==> config.mk <==
export PLATFORM = sky130hd
export DESIGN_NAME = tuple_pair_scan_ctrl
export DESIGN_NICKNAME = d
export VERILOG_FILES = /design/src/rtl/tuple_pair_scan_ctrl.sv
export SDC_FILE = /design/constraint.sdc
export NUM_CORES = 1
export LEC_CHECK = 0
export ABC_CLOCK_PERIOD_IN_PS = 3340
export BUFFER_PORTS_ARGS = -buffer_cell sky130_fd_sc_hd__buf_2
export CAP_MARGIN = 0
export CELL_PAD_IN_SITES_DETAIL_PLACEMENT = 1
export CELL_PAD_IN_SITES_GLOBAL_PLACEMENT = 1
export CORE_ASPECT_RATIO = 0.6
export CORE_MARGIN = 2
export CORE_UTILIZATION = 43
export CTS_BUF_LIST = sky130_fd_sc_hd__clkbuf_8 sky130_fd_sc_hd__clkbuf_16
export CTS_CLUSTER_SIZE = 30
export DETAILED_ROUTE_END_ITERATION = 10
export PLACE_DENSITY_LB_ADDON = 0.2
export SKIP_LAST_GASP = 1
export SLEW_MARGIN = 20
export SYNTH_ARGS = -nofsm -noshare
export SYNTH_HDL_FRONTEND = slang
export SYNTH_SLANG_ARGS = --single-unit
==> constraint.sdc <==
create_clock -name clk -period 3.34 [get_ports clk]
set_input_delay 0.668 -clock clk [delete_from_list [all_inputs] [get_ports clk]]
set_output_delay 0.668 -clock clk [all_outputs]
set_load 0.01 [all_outputs]
==> src/rtl/tuple_pair_scan_ctrl.sv <==
// Pair-sum scanner: walks every index pair (i<j) of the first n ROM words and streams
// out, over valid/ready, each pair whose signed sum equals a target latched at start.
module tuple_pair_scan_ctrl #(
  parameter int ADDR_W = 8,
  parameter int DATA_W = 8,
  parameter int CNT_W  = 16
) (
  input  logic                     clk,
  input  logic                     rst_n,
  input  logic                     start,
  input  logic [ADDR_W:0]          n_elems,
  input  logic signed [DATA_W-1:0] target,
  output logic                     rom_cs,
  output logic [ADDR_W-1:0]        rom_addr,
  input  logic signed [DATA_W-1:0] rom_dout,
  output logic                     match_valid,
  input  logic                     match_ready,
  output logic [ADDR_W-1:0]        match_i,
  output logic [ADDR_W-1:0]        match_j,
  output logic [CNT_W-1:0]         match_count,
  output logic                     busy,
  output logic                     done
);

  localparam logic [2:0] S_IDLE   = 3'd0;
  localparam logic [2:0] S_LOAD_A = 3'd1;
  localparam logic [2:0] S_SCAN   = 3'd2;
  localparam logic [2:0] S_EMIT   = 3'd3;
  localparam logic [2:0] S_DONE   = 3'd4;

  localparam logic [ADDR_W:0] DEPTH = (ADDR_W+1)'(1) << ADDR_W;

  function automatic logic [ADDR_W:0] f_clamp_n(input logic [ADDR_W:0] n);
    return (n > DEPTH) ? DEPTH : n;
  endfunction

  // One guard bit keeps the sum exact, so -128 + -128 cannot alias onto 0.
  function automatic logic f_sum_hit(input logic signed [DATA_W-1:0] a,
                                     input logic signed [DATA_W-1:0] b,
                                     input logic signed [DATA_W-1:0] t);
    logic signed [DATA_W:0] sum;
    sum = {a[DATA_W-1], a} + {b[DATA_W-1], b};
    return sum == {t[DATA_W-1], t};
  endfunction

  logic [2:0]               r_state;
  logic [ADDR_W-1:0]        r_last;
  logic signed [DATA_W-1:0] r_target;
  logic signed [DATA_W-1:0] r_a;
  logic [ADDR_W-1:0]        r_i;
  logic [ADDR_W-1:0]        r_j;
  logic [ADDR_W-1:0]        r_match_i;
  logic [ADDR_W-1:0]        r_match_j;
  logic [CNT_W-1:0]         r_count;

  logic [ADDR_W:0]          w_n;
  logic                     w_j_end;
  logic                     w_i_end;
  logic                     w_hit;
  logic [2:0]               w_adv_state;
  logic [ADDR_W-1:0]        w_adv_i;
  logic [ADDR_W-1:0]        w_adv_j;

  assign w_n     = f_clamp_n(n_elems);
  assign w_j_end = (r_j == r_last);
  assign w_i_end = (r_i == r_last - ADDR_W'(1));
  assign w_hit   = f_sum_hit(r_a, rom_dout, r_target);

  // Shared step to the next pair, used after a miss in SCAN and after a handshake in EMIT.
  always_comb begin
    w_adv_state = S_SCAN;
    w_adv_i     = r_i;
    w_adv_j     = r_j + ADDR_W'(1);
    if (w_j_end && w_i_end) begin
      w_adv_state = S_DONE;
      w_adv_j     = r_j;
    end else if (w_j_end) begin
      w_adv_state = S_LOAD_A;
      w_adv_i     = r_i + ADDR_W'(1);
      w_adv_j     = r_j;
    end
  end

  always_ff @(posedge clk or negedge rst_n) begin
    if (!rst_n) begin
      r_state   <= S_IDLE;
      r_last    <= '0;
      r_target  <= '0;
      r_a       <= '0;
      r_i       <= '0;
      r_j       <= '0;
      r_match_i <= '0;
      r_match_j <= '0;
      r_count   <= '0;
    end else begin
      case (r_state)
        S_IDLE: begin
          if (start) begin
            r_target <= target;
            r_count  <= '0;
            r_last   <= ADDR_W'(w_n - (ADDR_W+1)'(1));
            if (w_n >= (ADDR_W+1)'(2)) begin
              r_i     <= '0;
              r_state <= S_LOAD_A;
            end else begin
              r_state <= S_DONE;
            end
          end
        end
        S_LOAD_A: begin
          r_a     <= rom_dout;
          r_j     <= r_i + ADDR_W'(1);
          r_state <= S_SCAN;
        end
        S_SCAN: begin
          if (w_hit) begin
            r_match_i <= r_i;
            r_match_j <= r_j;
            r_state   <= S_EMIT;
          end else begin
            r_i     <= w_adv_i;
            r_j     <= w_adv_j;
            r_state <= w_adv_state;
          end
        end
        S_EMIT: begin
          if (match_ready) begin
            r_count <= r_count + CNT_W'(1);
            r_i     <= w_adv_i;
            r_j     <= w_adv_j;
            r_state <= w_adv_state;
          end
        end
        S_DONE: begin
          r_state <= S_IDLE;
        end
        default: begin
          r_state <= S_IDLE;
        end
      endcase
    end
  end

  // ROM port is driven only while a word is actually being read.
  always_comb begin
    rom_cs   = 1'b0;
    rom_addr = '0;
    case (r_state)
      S_LOAD_A: begin
        rom_cs   = 1'b1;
        rom_addr = r_i;
      end
      S_SCAN: begin
        rom_cs   = 1'b1;
        rom_addr = r_j;
      end
      default: begin
        rom_cs   = 1'b0;
        rom_addr = '0;
      end
    endcase
  end

  assign match_valid = (r_state == S_EMIT);
  assign match_i     = r_match_i;
  assign match_j     = r_match_j;
  assign match_count = r_count;
  assign busy        = (r_state != S_IDLE);
  assign done        = (r_state == S_DONE);

endmodule

---- Yosys cells after proc, flatten, opt, wreduce, memory -nomap -nowiden ----
Cells that the tools add are included.
word-level totals
  input bits .............................. 29
  output and inout port bits .............. 44
  register bits ........................... 75
  word-level logic and storage cells ...... 66
operators by class
  order comparisons ....................... 2
  reductions and logical operators ........ 13
  mux-type cells .......................... 25
  $add $sub $neg .......................... 6
  equality and inequality tests ........... 11
operators with widths
  operator                                                                number
  8-bit 2-to-1 mux                                                        10
  8-bit one-hot mux with 3 select lines                                   2
  16-bit 2-to-1 mux                                                       2
  16-bit one-hot mux with 2 select lines                                  1
  16-bit by 1-bit adder with 16-bit output (second input constant)        1
  8-bit by 1-bit adder with 8-bit output (second input constant)          2
  8-bit == test                                                           2
  8-bit one-hot mux with 2 select lines                                   1
  8-bit by 1-bit subtractor with 8-bit output (second input constant)     2
  3-bit 2-to-1 mux                                                        5
  3-bit one-hot mux with 4 select lines                                   1
  8-bit by 8-bit adder with 9-bit output                                  1
  9-bit == test                                                           1
  9-bit by 2-bit >= comparator with 1-bit output (second input constant)  1
  9-bit > comparator (second input constant)                              1
  9-bit 2-to-1 mux                                                        1
  3-bit nonzero test                                                      3
  3-bit by 2-bit == test with 1-bit output (second input constant)        2
  2-bit inequality test (second input constant)                           3
  2-bit AND reduction                                                     3
  3-bit AND reduction                                                     2
  5-bit AND reduction                                                     1
  3-bit by 1-bit == test with 1-bit output (second input constant)        1
  3-bit == test (second input constant)                                   1
  7 further kinds                                                         7

---- Depth between registers and ports, before layout ----
Gate-level depths: netlist of run 1.
  depth in word-level cells ............... 6
  depth in mapped cells ................... 11
  mapped depth without buffers ............ 10

---- Least setup slack after synthesis of run 1 ----
Ideal clock, no wire load.
  path kind ............................... input port to flip-flop
  start ................................... input port rom_dout[0]
  end ..................................... register r_j[5]
  buffers on the path ..................... 1
  setup slack ............................. 0.225 ns
  data arrival time ....................... 2.993 ns
  stages .................................. 10
  library setup time ...................... 0.121 ns
  data required time ...................... 3.219 ns
  path through ............................ ha_1 fa_1 a211oi_2 or3_1 and3b_1 o2111ai_1 or4_1 buf_4 and3_1 o22a_1
on the way
  cells in the longest elaborated chain, start to end .. 4
ends and longest elaborated chain
  what                                    line  source
  start, declared                         15    input logic signed [DATA_W-1:0] rom_dout,
  8-bit by 8-bit adder with 9-bit output  42    sum = {a[DATA_W-1], a} + {b[DATA_W-1], b};
  9-bit == test                           43    return sum == {t[DATA_W-1], t};
  2-bit inequality test (no line)         --
  3-bit AND reduction (no line)           --
  end signal, assigned                    112   r_j <= r_i + ADDR_W'(1);
  end signal, assigned                    122   r_j <= w_adv_j;
  end signal, assigned                    130   r_j <= w_adv_j;
  end, declared                           51    logic [ADDR_W-1:0] r_j;
Every way passes these cells.
A chain may end at the register's enable or synchronous reset.

---- Worst setup path in the final report of run 1 ----
Ends and elaborated chain as after synthesis.

==> results of run 1 <==
==> final cells by class <==
class	count	area [um^2]	area share
multi-input combinational	435	2720	0.475
inverter	16	60.1	0.0105
timing repair buffer	93	553	0.0967
sequential	75	1880	0.328
clock buffer	9	225	0.0394
tap	139	174	0.0304
clock inverter	7	118	0.0206
==> report_power, final <==
group          leakage, nW  total [mW]  internal, mW  switching [mW]
Clock                0.163        1.13         0.728           0.406
Combinational         1.53        2.38          1.03            1.35
Sequential           0.979        1.59          1.18           0.416
==> final timing paths <==
check	start	endpoint	cells past startpoint
worst max-delay path	rom_dout[0]	r_j[5]	12
worst min-delay path	rst_n	match_count[11]	1
worst max register to register	r_a[0]	r_j[5]	11
worst min register to register	match_j[1]	match_j[1]	2
max in group asynchronous	rst_n	match_j[5]	2
min in group clk	match_j[1]	match_j[1]	2
==> sequential cells by signal (all words and copies together), names as in the netlist <==
signal	cells
r_state	3
r_i	8
match_count	16
r_target	8
r_j	8
match_j	8
match_i	8
r_last	8
r_a	8
==> cell families after synthesis <==
| group | count (synthesis) |
|---|---|
| compound gates | 116 |
| xor+xnor | 48 |
| fa+ha+maj | 15 |
| buf+inv | 47 |
| flops | 75 |
| mux | 12 |
| simple gates | 244 |
==> metrics by stage <==
step / setup WS [ns] / std cells / area (um^2) / utilization
after floorplan: 0.225 / 557 / 4780 / -
after global placement: -0.0826 / 757 / 5330 / 0.498
after detailed placement: -0.176 / 757 / 5330 / 0.498
after CTS: 0.115 / 773 / 5670 / 0.530
after global routing: -0.000753 / 774 / 5720 / 0.535
final: 0.144 / 774 / 5720 / 0.535
==> routing by layer <==
layer	GRT usage	wire length [um]	vias to the layer above
li1	-	-	2072
met1	0.375	7300	2182
met2	0.421	6720	128
met3	0.0631	902	17
met4	0.0588	153	0
met5	0	0	-
==> cell usage after synthesis, drive strengths merged, types with 2 or more instances <==
cell type  number
a211oi          9
a21boi          2
a21o            3
a21oi          18
a22oi           8
a31oi           6
a32oi           2
a41oi           2
and3            3
and3b           2
buf            10
clkbuf         21
dfrtp          75
ha             14
inv            16
mux2           11
nand2         112
nand2b          9
nand3          12
nand4           8
nor2           54
nor2b           9
nor3           12
nor3b           5
nor4            5
o2111ai         2
o211ai          2
o21a            4
o21ai          36
o21ba           2
o21bai          2
o22ai           2
o31a            3
o31ai           3
o32a            2
or3             6
or4             3
xnor2          34
xor2           14
==> worst max-delay path: stages <==
cell,delay (ns)
buf_2,0.11
ha_1,0.22
fa_1,0.45
buf_4,0.17
xnor2_1,0.20
xnor2_1,0.11
nor4_2,0.23
o2111ai_2,0.22
or4_1,0.51
buf_4,0.20
and3_1,0.15
o22a_1,0.18
==> impl_results.md, run 1 <==
* Routed wire length at 15100 um
* Compound-Gate Fraction of Synth Area at 0.165
* Initial antenna violation count at 0
* Commonest non-fill, non-tap cell in the layout: nand2_1
* Inserted Diodes at 0
* Worst-path fanout max at 9
* CTS tree: yes
* Multiplexer share of the synthesized area at 0.0304
* Synth async-reset ratio at 1.00
* Syn_nets at 601
* Detailed Place HPWL at 11100 um
* Worst vdd ir at 392 uV
* IO Port Bufs at 72
* Clk_lat worst skew at 0.35 ns
* Tot Pwr at 5.11 mW
* Via/cell ratio at 5.68
* Worst hold slack at 0.208 ns
* Pin count of the biggest net entering global routing at 76
* Worst-Margin Slew at 0.743 ns
* Status: finished, final reports clean
* Main combinational cell family by area after synthesis: simple AND/OR/NAND/NOR gates
* Clk pin slew, worst setup/hold paths at 0.06 ns
* Max-slew violations at 0
* Top FF cell, synth: dfrtp_1
* Flops & latches, synth at 75
* GPL Wtd Cong at 0.923
* Routed Antenna Nets at 0
* # DRC at 0
* CTS Buf Count at 9
* Share of layout cells above drive strength 1 at 0.214
* Grt ovf at 0
* Post-Synth Adder-Cell Area at 0.0409
* H-tree depth at 3
* Xor/xnor share of the synthesized area at 0.0880
* Yosys top cell by area: dfrtp_1
* Die width at 140 um
* Post-CTS setup buffers at 0
* Final setup fails at 0
* Worst EP required at 3.57 ns
* Post_cts resized at 0
* Setup crit end kind: register
* Crit Path Category: in -> reg
* Simple-gate share of the synthesized area at 0.238
* Pre-antenna DRT Iters at 5
* Avg WL per Cell at 19.5 um
* Leakage power at 2.68 nW
* First-pass GRT wire length at 25000 um
* Synth cell types at 65
* Global Route Usage Sum at 0.266
* Final Skew at 0.00806 ns
* Fmax at 313 MHz
* Vias in the first global route at 4644
* Period utilization at 0.957
* Hold Crit Class: in -> async
* Initial Utilization at 0.446
* Sequential share of the synthesized area at 0.393
* Io pins at 73
* Slew Limit Headroom at 0.503
* Total die area at 0.0120 mm^2
* Cell Area, Synth at 0.00478 mm^2
* Syn_area_per_cell at 8.57 um^2
* Cell count after synthesis at 557
* FF-to-FF setup slack at 0.20 ns
* Die H at 85.6 um
* Post-route setup TNS at 0 ns
* Hold Buf Count CTS at 0
* Area growth syn-to-layout at 19.8%
* Share of the synthesized area in the top cell type at 0.393
* Number of flops mapped to enable cells by yosys at 0
* # clock sinks at 75
* Root Driver: clkbuf_16
* Via count at 4399
* Final hold vios at 0
* Yosys warns at 0
* Core area at 0.0107 mm^2
* Synth area leaders: dfrtp_1 39%, nand2_1 8.8%, xnor2_1 6.2%, nor2_1 4.2%, ha_1 3.7%
* # fillers at 1265
* Nets at 674
* Commonest non-fill, non-tap cells in the layout: 112 x nand2_1, 75 x dfrtp_1, 71 x buf_2
* Power per cell area at 893 mW/mm^2
* FP Rows at 29
* 1st-iter DRT viols at 202
* Min cycle time layout at 3.20 ns
* Data arrival time of the worst path at 3.43 ns
* Maxcap violations at 0
* Startpoint class of the critical path: input pin
* Clock tree buffer depth at 2
(Power assumes the default switching activity.)
==> run 2: changes to the inputs <==
CORE_MARGIN = 3   (was 2)
CORE_UTILIZATION = 30   (was 43)
==> run 2 against run 1 <==
  * Maximum frequency grew 2.1%
  * Critical path depth grew 1
  * Worst setup slack gained 0.066 ns
  * Final area grew 1.1%
  * Clock skew shrank 0.00052 ns
  * Clock-buffer cell count grew 1
  * Die area grew 46%
  * Final cell count grew 9.7%
  * Via count is essentially flat
  * Utilization shrank 16 points
  * Register-to-register slack gained 0.08 ns
  * First-iteration DRC count grew 37%
  * Critical path type unchanged
  * Largest power group unchanged
==> impl_results.md, run 2 (synthesized netlist as in run 1, its figures left out) <==
* Status: finished, final reports clean
* Worst-path fanout max at 10
* Period utilization at 0.937
* Global Route Usage Sum at 0.187
* Hold Crit Class: in -> async
* Share of layout cells above drive strength 1 at 0.224
* CTS Buf Count at 9
* H-tree depth at 3
* Slew Limit Headroom at 0.499
* Initial antenna violation count at 0
* # clock sinks at 75
* Tot Pwr at 5.00 mW
* RSZ-0062 raised after global routing: no
* Commonest non-fill, non-tap cell in the layout: nand2_1
* Clk pin slew, worst setup/hold paths at 0.06 ns
* GRT busiest layer: met1
* Max-slew violations at 0
* Clock tree buffer depth at 2
* Io pins at 73
* Crit Path Category: in -> reg
* Area growth syn-to-layout at 21.1%
* Data arrival time of the worst path at 3.33 ns
* Via/cell ratio at 5.18
* Maxcap violations at 0
* Hold Buf Count CTS at 0
* Worst hold slack at 0.355 ns
* Fmax at 319 MHz
* Power per cell area at 865 mW/mm^2
* Total die area at 0.0175 mm^2
* Worst-Margin Slew at 0.750 ns
* Vias in the first global route at 4548
* Max reg flops at 16
* Pin count of the biggest net entering global routing at 45
* Met3 usage at 0.0393
* Detailed Place HPWL at 12400 um
* Die width at 169 um
* Startpoint class of the critical path: input pin
* Initial Utilization at 0.309
* Crit-path cells: buf_2 -> ha_1 -> fa_1 -> a211oi_2 -> buf_4 -> o2111ai_1 -> o211ai_1 -> a2bb2oi_1 -> buf_4 -> or4_1 -> buf_4 -> nand2_1 -> o21ai_0
* Final Skew at 0.00753 ns
* Routed Antenna Nets at 0
* Avg WL per Cell at 18.9 um
* CP top delay family: compound AO/OA/AOI/OAI gates
* # DRC at 0
* Top cell by count, worst path: buf_4
* Min cycle time layout at 3.13 ns
* Root Driver: clkbuf_16
* Routed wire length at 16000 um
* FP Rows at 35
* Via count at 4400
* Post-layout util at 0.374
* Number of buffers and inverters on the critical path at 4
* Pre-antenna DRT Iters at 5
* Die H at 104 um
* Max stage delay on crit path at 0.41 ns
* GR Layer Usage met2 at 0.245
* GPL Wtd Cong at 0.855
* Post_cts resized at 0
* First-pass GRT wire length at 25800 um
* Met1 Usage GRT at 0.308
* Setup crit end kind: register
* Final setup fails at 0
* 1st-iter DRT viols at 277
* Worst EP required at 3.54 ns
* Nets at 685
* Commonest non-fill, non-tap cells in the layout: 112 x nand2_1, 75 x dfrtp_1, 71 x buf_2
* Clk_lat worst skew at 0.34 ns
* CTS tree: yes
* IO Port Bufs at 72
* Final hold vios at 0
* Core area at 0.0155 mm^2
* Worst vdd ir at 277 uV
* Grt ovf at 0
* Highest-delay cell along the critical path: fa_1
* Inserted Diodes at 0
* Leakage power at 2.71 nW
* Post-route setup TNS at 0 ns
* Post-CTS setup buffers at 0
==> run 2: final timing paths <==
kind / start / endpoint / slack (ns) / cells past startpoint
max: rom_dout[0] / r_j[2] / 0.21 / 13
min reg2reg: match_j[2] / match_j[2] / 0.46 / 2
max in group asynchronous: rst_n / r_a[0] / 2.30 / 2
max reg2reg: r_a[0] / r_j[2] / 0.28 / 12
min: rst_n / r_last[4] / 0.36 / 1
min in group clk: match_j[2] / match_j[2] / 0.46 / 2
==> run 2: area by class of cell <==
class,count,area (um^2)
Inverter,16,60.1
Clock inverter,6,56.3
Multi-Input combinational cell,435,2700
Clock buffer,10,239
Fill cell,1862,9670
Tap cell,203,254
Sequential cell,75,1880
Timing Repair Buffer,104,603
==> run 2: routing by layer <==
metal | part of all wire | up-vias
li1 | - | 2107
met1 | 0.55 | 2178
met2 | 0.39 | 107
met3 | 0.051 | 8
met4 | 0.0056 | 0
met5 | 0 | -
==> run 2: through the flow <==
step | cells | setup slack (ns) | cell area, um^2
2_1_floorplan | 557 | 0.225 | 4780
3_3_place_gp | 833 | -0.0383 | 5490
3_5_place_dp | 833 | -0.0836 | 5490
4_1_cts | 849 | 0.252 | 5780
5_1_grt | 849 | 0.0145 | 5780
6_report | 849 | 0.210 | 5780
==> run 2: power breakdown <==
group	internal [mW]	switching, mW	leakage [nW]
clock	0.593	0.401	0.149
sequential	1.18	0.375	0.979
combinational	1.05	1.40	1.58
total	2.82	2.18	2.71
==> run 3: changes to the inputs <==
CORE_UTILIZATION = 43   (was 30)
==> run 3 against run 2 <==
  * Final cell count decreased by 9.0%
  * Wire length decreased by 5.5%
  * Largest power group unchanged
  * Worst setup slack got worse by 0.040 ns
  * Final area decreased by 2.9%
  * Sequential cell count unchanged
  * Critical path type unchanged
  * Clock skew decreased by 0.00081 ns
  * Largest cell class unchanged
==> impl_results.md, run 3 (synthesized netlist as in run 1, its figures left out) <==
* # clock sinks at 75
* Hold Crit Class: reg -> reg
* Post-Layout Cell Count at 773
* GPL Wtd Cong at 0.866
* Max reg flops at 16
* Die width at 142 um
* Die H at 87.6 um
* Grt ovf at 0
* Worst vdd ir at 319 uV
* Via/cell ratio at 5.67
* IO Port Bufs at 72
* Routed Antenna Nets at 0
* Fmax at 315 MHz
* Final Skew at 0.00672 ns
* Setup crit end kind: register
* Slew Limit Headroom at 0.352
* Vias in the first global route at 4699
* Status: finished, final reports clean
* Share of layout cells above drive strength 1 at 0.210
* Startpoint class of the critical path: input pin
* First-pass GRT wire length at 25100 um
* Avg WL per Cell at 19.6 um
* RSZ-0062 raised after global routing: no
* Post-CTS setup buffers at 0
* Crit Path Category: in -> reg
* Commonest non-fill, non-tap cells in the layout: 112 x nand2_1, 75 x dfrtp_1, 71 x buf_2
* Clk pin slew, worst setup/hold paths at 0.06 ns
* Pin count of the biggest net entering global routing at 76
* Worst-Margin Slew at 0.972 ns
* Leakage power at 2.64 nW
* Commonest non-fill, non-tap cell in the layout: nand2_1
* Worst EP required at 3.56 ns
* Hold Buf Count CTS at 0
* Area growth syn-to-layout at 17.6%
* Maxcap violations at 0
* Final setup fails at 0
* H-tree depth at 3
* Period utilization at 0.949
* Nets at 673
* Multi-input logic area at 0.00271 mm^2
* Max-slew violations at 0
* Min cycle time layout at 3.17 ns
* Max stage delay on crit path at 0.50 ns
* Inserted Diodes at 0
* Crit-path cells: buf_2 -> ha_1 -> fa_1 -> a211oi_4 -> o21ai_0 -> a21oi_1 -> o2111ai_1 -> or4_1 -> buf_4 -> a31oi_1 -> o21ba_2
* CTS Buf Count at 9
* FP Rows at 29
* Clock tree buffer depth at 2
* Detailed Place HPWL at 11300 um
* CTS tree: yes
* Initial antenna violation count at 0
* Power per cell area at 862 mW/mm^2
* Via count at 4385
* Global Route Usage Sum at 0.256
* Core area at 0.0107 mm^2
* Clk_lat worst skew at 0.34 ns
* Routed wire length at 15100 um
* Worst-path fanout max at 10
* # DRC at 0
* Total die area at 0.0124 mm^2
* Post-layout util at 0.525
* 1st-iter DRT viols at 292
* # fillers at 1313
* Register area at 0.00188 mm^2
* Initial Utilization at 0.446
* Data arrival time of the worst path at 3.39 ns
* Final hold vios at 0
* Worst hold slack at 0.460 ns
* Root Driver: clkbuf_16
* Highest-delay cell along the critical path: or4_1
* Pre-antenna DRT Iters at 4
* Placed Cells at 757
* Post_cts resized at 0
* Io pins at 73
## run 3: final timing paths
| kind | from | to | slack (ns) | cells past startpoint |
|---|---|---|---|---|
| min in group asynchronous | rst_n | match_j[3] | 0.49 | 1 |
| setup / recovery | rom_dout[0] | r_j[3] | 0.17 | 11 |
| hold / removal | match_j[1] | match_j[1] | 0.46 | 2 |
| hold reg to reg | match_j[1] | match_j[1] | 0.46 | 2 |
| max in group asynchronous | rst_n | r_state[2] | 2.23 | 1 |
| setup reg to reg | r_a[0] | r_j[3] | 0.23 | 10 |
## run 3: cell type report
cell class	instances	share of cell area
inverter	16	0.0107
tap	139	0.0310
clock buffer	10	0.0425
multi-input combinational	435	0.482
clock inverter	6	0.00601
sequential	75	0.334
timing repair buffer	92	0.0935
## run 3: through the flow
stage	TNS [ns]	instance area, um^2	setup WS [ns]	power, mW
after floorplan	0	4780	0.225	3.11
after global placement	-1.14	5330	-0.0743	3.75
after detailed placement	-3.12	5330	-0.144	3.87
after CTS	0	5600	0.173	4.81
after global routing	0	5620	0.00165	5.20
final	0	5620	0.170	4.84
## run 3: power breakdown
part           leakage, nW  switching (mW)  internal (mW)  total (mW)
sequential           0.979           0.423           1.18        1.60
combinational         1.52            1.32           1.01        2.33
clock                0.141           0.397          0.517       0.914
total                 2.64            2.14           2.70        4.84
## run 3: layer usage
| metal | vias to the layer above | wire, um | global-route usage |
|---|---|---|---|
| met2 | 146 | 6580 | 0.389 |
| li1 | 2064 | - | - |
| met5 | - | 0 | 0 |
| met1 | 2162 | 7330 | 0.373 |
| met4 | 0 | 127 | 0.0531 |
| met3 | 13 | 1100 | 0.0633 |
## run 3: worst max-delay path, delay by kind of cell
kind                     cells  cell delay, ns
buffers and inverters        2            0.31
AND/OR/NAND/NOR              1            0.50
AO/OA/AOI/OAI                6            1.23
adder cells (fa/ha/maj)      2            0.69
